<file path="src/rtl/led_blink_arbiter.sv">
// led_blink_arbiter: round-robin arbiter that grants one requester at a time and plays its on/off blink pattern on a single LED
module led_blink_arbiter #(
    parameter int clock_freq_hz = 125000000,
    parameter int tick_div      = 125000
) (
    input  logic        clk,
    input  logic        rst,
    input  logic [3:0]  req,
    input  logic [63:0] on_ms,
    input  logic [63:0] off_ms,
    input  logic [15:0] reps,
    output logic [3:0]  grant,
    output logic [3:0]  done,
    output logic        busy,
    output logic        led
);
    localparam int CW = $clog2(64'(65535) * 64'(tick_div) + 64'd1) + ((clock_freq_hz > 0) ? 0 : 1);
    localparam logic [CW-1:0] TD = CW'(tick_div);
    typedef enum logic [1:0] {IDLE, ON, OFF} state_t;
    state_t state, state_n;
    logic [3:0] grant_n, done_n, rep_l, rep_n;
    logic busy_n, led_n;
    logic [1:0] ptr, ptr_n, g, g_n, sel;
    logic [15:0] on_l, on_n, off_l, off_n;
    logic [CW-1:0] cnt, cnt_n;
    // a zero-length phase still lasts one clock, so its reload value is 0
    function automatic logic [CW-1:0] load(input logic [15:0] ms);
        load = (ms == 16'd0) ? '0 : CW'(ms) * TD - CW'(1);
    endfunction
    always_comb begin
        sel = ptr;
        for (int k = 3; k >= 0; k--)
            if (req[ptr + 2'(k)]) sel = ptr + 2'(k);
    end
    always_comb begin
        state_n = state;
        grant_n = grant;
        done_n  = '0;
        busy_n  = busy;
        led_n   = led;
        ptr_n   = ptr;
        g_n     = g;
        cnt_n   = cnt;
        on_n    = on_l;
        off_n   = off_l;
        rep_n   = rep_l;
        case (state)
            IDLE: if (|req) begin
                g_n     = sel;
                grant_n = 4'b1 << sel;
                busy_n  = 1'b1;
                on_n    = on_ms[{sel, 4'b0} +: 16];
                off_n   = off_ms[{sel, 4'b0} +: 16];
                rep_n   = reps[{sel, 2'b0} +: 4];
                state_n = (rep_n != 4'd0) ? ON : OFF;
                cnt_n   = (rep_n != 4'd0) ? load(on_n) : '0;
                led_n   = (rep_n != 4'd0) && (on_n != 16'd0);
            end
            ON: if (cnt == '0) begin
                state_n = OFF;
                cnt_n   = load(off_l);
                led_n   = 1'b0;
            end else begin
                cnt_n = cnt - CW'(1);
            end
            OFF: if (cnt != '0) begin
                cnt_n = cnt - CW'(1);
            end else if (rep_l > 4'd1) begin
                rep_n   = rep_l - 4'd1;
                state_n = ON;
                cnt_n   = load(on_l);
                led_n   = on_l != 16'd0;
            end else begin
                done_n  = grant;
                grant_n = '0;
                busy_n  = 1'b0;
                led_n   = 1'b0;
                ptr_n   = g + 2'd1;
                rep_n   = '0;
                state_n = IDLE;
            end
            default: state_n = IDLE;
        endcase
    end
    always_ff @(posedge clk) begin
        if (rst) begin
            state <= IDLE;
            grant <= '0;
            done  <= '0;
            busy  <= 1'b0;
            led   <= 1'b0;
            ptr   <= '0;
            g     <= '0;
            cnt   <= '0;
            on_l  <= '0;
            off_l <= '0;
            rep_l <= '0;
        end else begin
            state <= state_n;
            grant <= grant_n;
            done  <= done_n;
            busy  <= busy_n;
            led   <= led_n;
            ptr   <= ptr_n;
            g     <= g_n;
            cnt   <= cnt_n;
            on_l  <= on_n;
            off_l <= off_n;
            rep_l <= rep_n;
        end
    end
endmodule

</file>
<file path="config.mk">
export PLATFORM = sky130hd
export DESIGN_NAME = led_blink_arbiter
export DESIGN_NICKNAME = d
export VERILOG_FILES = /design/src/rtl/led_blink_arbiter.sv
export SDC_FILE = /design/constraint.sdc
export NUM_CORES = 1
export LEC_CHECK = 0
export CAP_MARGIN = 20
export CORE_MARGIN = 10
export CORE_UTILIZATION = 42
export DETAILED_ROUTE_END_ITERATION = 6
export GPL_TIMING_DRIVEN = 1
export HOLD_SLACK_MARGIN = 0.02
export PLACE_DENSITY = 0.58
export SYNTH_ARGS = -nofsm -noshare
export SYNTH_HDL_FRONTEND = slang
export SYNTH_SLANG_ARGS = --single-unit
</file>
<file path="constraint.sdc">
create_clock -name clk -period 11.03 [get_ports clk]
set_input_delay 1.6545 -clock clk [delete_from_list [all_inputs] [get_ports clk]]
set_output_delay 1.6545 -clock clk [all_outputs]
set_load 0.01 [all_outputs]
</file>
==> results of run 1 <==
-- critical path: stages --
cell and delay [ns]:
clkdlybuf4s50_1 0.57, nor2_1 0.07, a2111oi_0 0.64, or2_2 0.45, mux2_2 0.46, ha_1 0.33, ha_1 0.18, or2_2 0.30
fa_1 0.42, fa_1 0.53, fa_1 0.41, ha_1 0.29, inv_1 0.05, fa_1 0.47, inv_1 0.04, ha_1 0.33
a21oi_1 0.16, o21ai_0 0.12, a21o_1 0.19, a221o_1 0.41, xor2_1 0.19, or4_1 0.63, nor4_2 0.38, nand3_1 0.22
nor3_1 0.27, xnor2_1 0.11, a221o_1 0.34
-- placed cells by master (no fill, tap or decap), drive strengths merged, types with 15 or more instances in the layout --
cell type / count
xnor2: 111
nand3: 114
inv: 335
buf: 15
nor4: 15
a21oi: 149
a21o: 32
and2: 20
fa: 162
nand2: 250
o221ai: 18
nor3: 54
ha: 351
clkdlybuf4s50: 158
xor2: 54
o21ai: 83
dfxtp: 85
nor2: 173
mux2i: 18
a211oi: 21
nand4: 20
-- cell type report --
| cell class | instances | area [sq um] |
|---|---|---|
| sequential | 85 | 1700 |
| clock buffer | 10 | 229 |
| tap | 600 | 751 |
| inverter | 332 | 1250 |
| fill | 4530 | 23700 |
| multi-input combinational | 1897 | 15900 |
| clock inverter | 6 | 46.3 |
| timing repair buffer | 173 | 1690 |
-- through the flow --
step | std cells | worst slack [ns]
6_report | 3103 | 1.04
5_1_grt | 3103 | 0.526
4_1_cts | 3103 | 1.03
3_5_place_dp | 3087 | 0.696
3_3_place_gp | 3087 | 0.924
2_1_floorplan | 2388 | 2.06
-- flip-flops by register name, summed over array words and instances, names as in the netlist --
signal	count
busy	1
cnt	33
done	4
g	2
grant	4
led	1
off_l	16
on_l	16
ptr	2
rep_l	4
state	2
-- routing by layer --
metal | vias to the layer above | track usage (%) | routed length [um]
met5 | - | 0 | 0
met4 | 0 | 3.79 | 801
met3 | 36 | 1.63 | 1860
met2 | 333 | 35.4 | 28600
met1 | 8171 | 26.2 | 24900
li1 | 8406 | - | -
-- final timing paths --
kind | start | end | slack, ns | cells after the start
worst max-delay path | req[1] | cnt[32] | 1.04 | 27
worst min-delay path | cnt[1] | cnt[1] | 0.47 | 2
worst max register to register | ptr[1] | cnt[32] | 2.48 | 26
worst min register to register | cnt[1] | cnt[1] | 0.47 | 2
-- kinds of logic (layout without fill, tap and decap cells) --
logic type	Yosys count	in the layout
AOI/OAI and AO/OA	448	448
xor gates and xnor gates	165	165
adders and majority gates	513	513
buffers and inverters	406	521
DFF	85	85
muxes	27	27
and+or+nand+nor	744	744
==> results.cfg, run 1 <==
[status]
status = complete, no violations

[drt]
wire_per_inst_um = 18.1
drc = 0
routed_wl_mm = 56.1
dr_total_vias = 16900
drt-initial-drc-count = 1017
detail-route-antenna-nets = 0
drt_first_pass_iters = 5
routed_via_density = 5.46

[finish]
post-route-util_pct = 47.7
final_area_sq_um = 21600
nets = 3161
drive_gt1_share_pct = 3.56
area_growth_pct = 12.5
n_antenna_cell = 0

[logic_synthesis]
netlist_area_sq_um = 19200
async_flop_share_pct = 0
syn_avg_cell_area_sq_um = 8.04
synthMuxAreaShare_pct = 1.52
yosys.area_share.adder_pct = 39.8
ys_types = 102
synth-xor-area-share_pct = 7.57
ys_seq_area_share_pct = 8.86
synth_edf_count = 0
syn-instance-count = 2388
synth_top_area_share_pct = 22.9
ys_ff_latch = 85
synth-compound-area-share_pct = 15.4
ys.flop_type = dfxtp_1
synth_common_cells = 351 x ha_1, 332 x inv_1, 248 x nand2_1
synth_simple_gate_area_share_pct = 18.7
synth.area.top_cells = ha_1 23%, fa_1 17%, dfxtp_1 8.9%
ys_warn_count = 0
synth_nets = 3051
synth_top_family_by_area = adder cells
yosysMostFrequentCell = ha_1
synth_top_cell_by_area = ha_1

[hold_path]
min_path_type = reg -> reg

[worst_setup_path]
end_kind = flop
critPathKind = in -> reg
arrival_ns = 10.24
cp_max_fo = 16
start_kind = input port
cp.required_ns = 11.27

[cts]
clock_latency_ns = 0.36
cts_setup_buffers = 0
cts_tree = done
cts_resized = 0
cts.hold.buffers_added = 0
numCtsBuffers = 9
htree_levels = 3
cts_max_path_buffers = 2
root_buffer = clkbuf_16
cts_sinks = 85
clk_pin_slew_ns = 0.07

[sta]
fmaxAchievable_mhz = 100
rsz0062_at_grt = false
tns_ns = 0
finalHoldViolCount = 0
min_period_ns = 9.99
setup_violations = 0
worst_slew_pin_slew_ns = 0.989
slew_viol_final = 0
holdWs_ns = 0.470
clock_skew_ns = 0.00830
fin_crit_sh_pct = 90.6
relSlewSlack_pct = 34.0

[floorplanning]
die_h_um = 234
initial_utilization_pct = 42.4
dieArea_sq_um = 54700
io-pin-count = 160
row_count = 78
die_w_um = 234
core_area_sq_um = 45300

[grt]
antenna_found_initial = 0
grt_pass1_wl_mm = 88.1
grt_overflow = 0
grt_pass1_vias = 16400
track_usage_pct = 20.0
grt_max_degree = 82

[place]
io_buffers = 159
place_congestion = 0.890
dpl_cell_area_sq_um = 21300
place.detailed.hpwl_mm = 47.4

[job]
drv_cap = 0
Power of run 1 is left out: the tool's default activity adds up to more than one toggle a clock period on the data nets, which glitch-free logic cannot reach.
==> run 2, diff against run 1 <==
PLACE_DENSITY = default   (was 0.58)
PLACE_DENSITY_LB_ADDON = 0.3   (was default)
==> run 2 against run 1 <==
Cell area is 0.19% higher. Via count is 1.6% higher. Worst setup slack better by 0.26 ns. Sequential share of layout area hardly changed. Critical path depth is 1 higher. Final cell count hardly changed. Maximum frequency is 2.6% higher. Non-clock buffer count is 1 lower. Count of clock-buffer cells in the layout stayed put.
==> results.cfg, run 2 (synthesized netlist as in run 1, its figures left out) <==
[status]
status = complete, no violations

[sta]
worst_slew_pin_slew_ns = 0.907
min_period_ns = 9.74
rsz0062_at_grt = false
finalHoldViolCount = 0
finalWorstSetupSlack_ns = 1.29
fin_crit_sh_pct = 88.3
relSlewSlack_pct = 39.6
fmaxAchievable_mhz = 103
clock_skew_ns = 0.0152
setup_violations = 0
slew_viol_final = 0
tns_ns = 0

[finish]
final_cell_mix = 351 x ha_1, 332 x inv_1, 248 x nand2_1, 171 x nor2_1, 162 x fa_1
top_regs = cnt (33), off_l (16), on_l (16)
drive_gt1_share_pct = 3.52
final_common_cell = ha_1
largest-register = cnt
n_antenna_cell = 0
largest_reg_flops = 33
area_growth_pct = 12.7
nets = 3160

[worst_setup_path]
r2r_cells = 27
cp.required_ns = 11.27
r2r-end = cnt[32]
reg2reg_from = ptr[1]
arrival_ns = 9.97
max_stage_delay_ns = 0.61
start_kind = input port
worst_path_max_delay_cell = or4_1
crit_family = adder cells
worst-r2r-setup-slack_ns = 2.77
cp_max_fo = 24
critPathKind = in -> reg
end_kind = flop
path_buf_inv = 3

[place]
dpl_worst_slack_ns = 0.958
io_buffers = 159
place_congestion = 0.900
place.detailed.hpwl_mm = 46.5

[drt]
drt_first_pass_iters = 6
routed_wl_mm = 55.2
routed_via_density = 5.55
wire_per_inst_um = 17.8
dr_total_vias = 17200
detail-route-antenna-nets = 0
drc = 0
drt-initial-drc-count = 1094

[floorplanning]
row_count = 78
initial_utilization_pct = 42.4
io-pin-count = 160
core_area_sq_um = 45300
dieArea_sq_um = 54700
die_w_um = 234
die_h_um = 234

[cts]
cts_resized = 0
cts_max_path_buffers = 2
htree_levels = 3
clk_pin_slew_ns = 0.07
cts_sinks = 85
cts_tree = done
clock_latency_ns = 0.35
root_buffer = clkbuf_16
numCtsBuffers = 9
cts_setup_buffers = 0
cts.hold.buffers_added = 0

[grt]
track_usage_pct = 19.7
grt_max_degree = 82
grt_pass1_vias = 17100
grt_pass1_wl_mm = 88.3
grt_overflow = 0
grt-busiest-layer = met2
grtUsageMet2_pct = 34.8
antenna_found_initial = 0
met3_usage_pct = 1.28
met1_usage_pct = 25.1

[hold_path]
hold_depth = 2
min_to = cnt[1]
min_path_type = reg -> reg
hold_start = cnt[1]

[job]
drv_cap = 0
==> run 2: changes by cell type in the layout (fill, tap and decap cells not counted), sizes merged <==
cell | before | now
buf | 15 | 14
bufinv | 0 | 1
clkinv | 2 | 1
==> run 2: worst max-delay path by stage <==
stage / from / endpoint / slack [ns] / depth (start not counted)
final: req[2] / cnt[32] / 1.29 / 28
after global routing: req[2] / cnt[32] / 0.77 / 28
after CTS: req[2] / cnt[32] / 1.28 / 28
after detailed placement: req[2] / cnt[32] / 0.96 / 28
after global placement: req[2] / cnt[32] / 1.08 / 28
after floorplan: req[0] / cnt[32] / 2.06 / 29
==> run 2: routing by layer <==
metal | wire length (um) | up-vias
met1 | 23700 | 8331
met4 | 1720 | 0
li1 | - | 8404
met3 | 2030 | 75
met2 | 27700 | 414
met5 | 0 | -
==> run 2: tightest hold or removal path: stages (launching register included) <==
cell	delay, ns
dfxtp_1	0.32
nand2_1	0.05
a21oi_1	0.05
==> run 2: area by class of cell <==
class                           instances  area [sq um]
Fill cell                            4486         23600
Sequential cell                        85          1700
Clock inverter                          6          75.1
Clock buffer                           10           239
Timing Repair Buffer                  172          1700
Multi-Input combinational cell       1897         15900
Tap cell                              600           751
Inverter                              332          1250
==> run 2: stage by stage <==
stage	cells	hold WS, ns	instance area (sq um)	utilization [%]
global route	3102	0.496	21600	47.8
finish	3102	0.468	21600	47.8
detailed placement	3085	0.462	21300	47.1
floorplan	2388	0.441	19200	-
global placement	3085	0.454	21300	47.1
CTS	3101	0.469	21600	47.8
Power of run 2 is left out for the same reason.
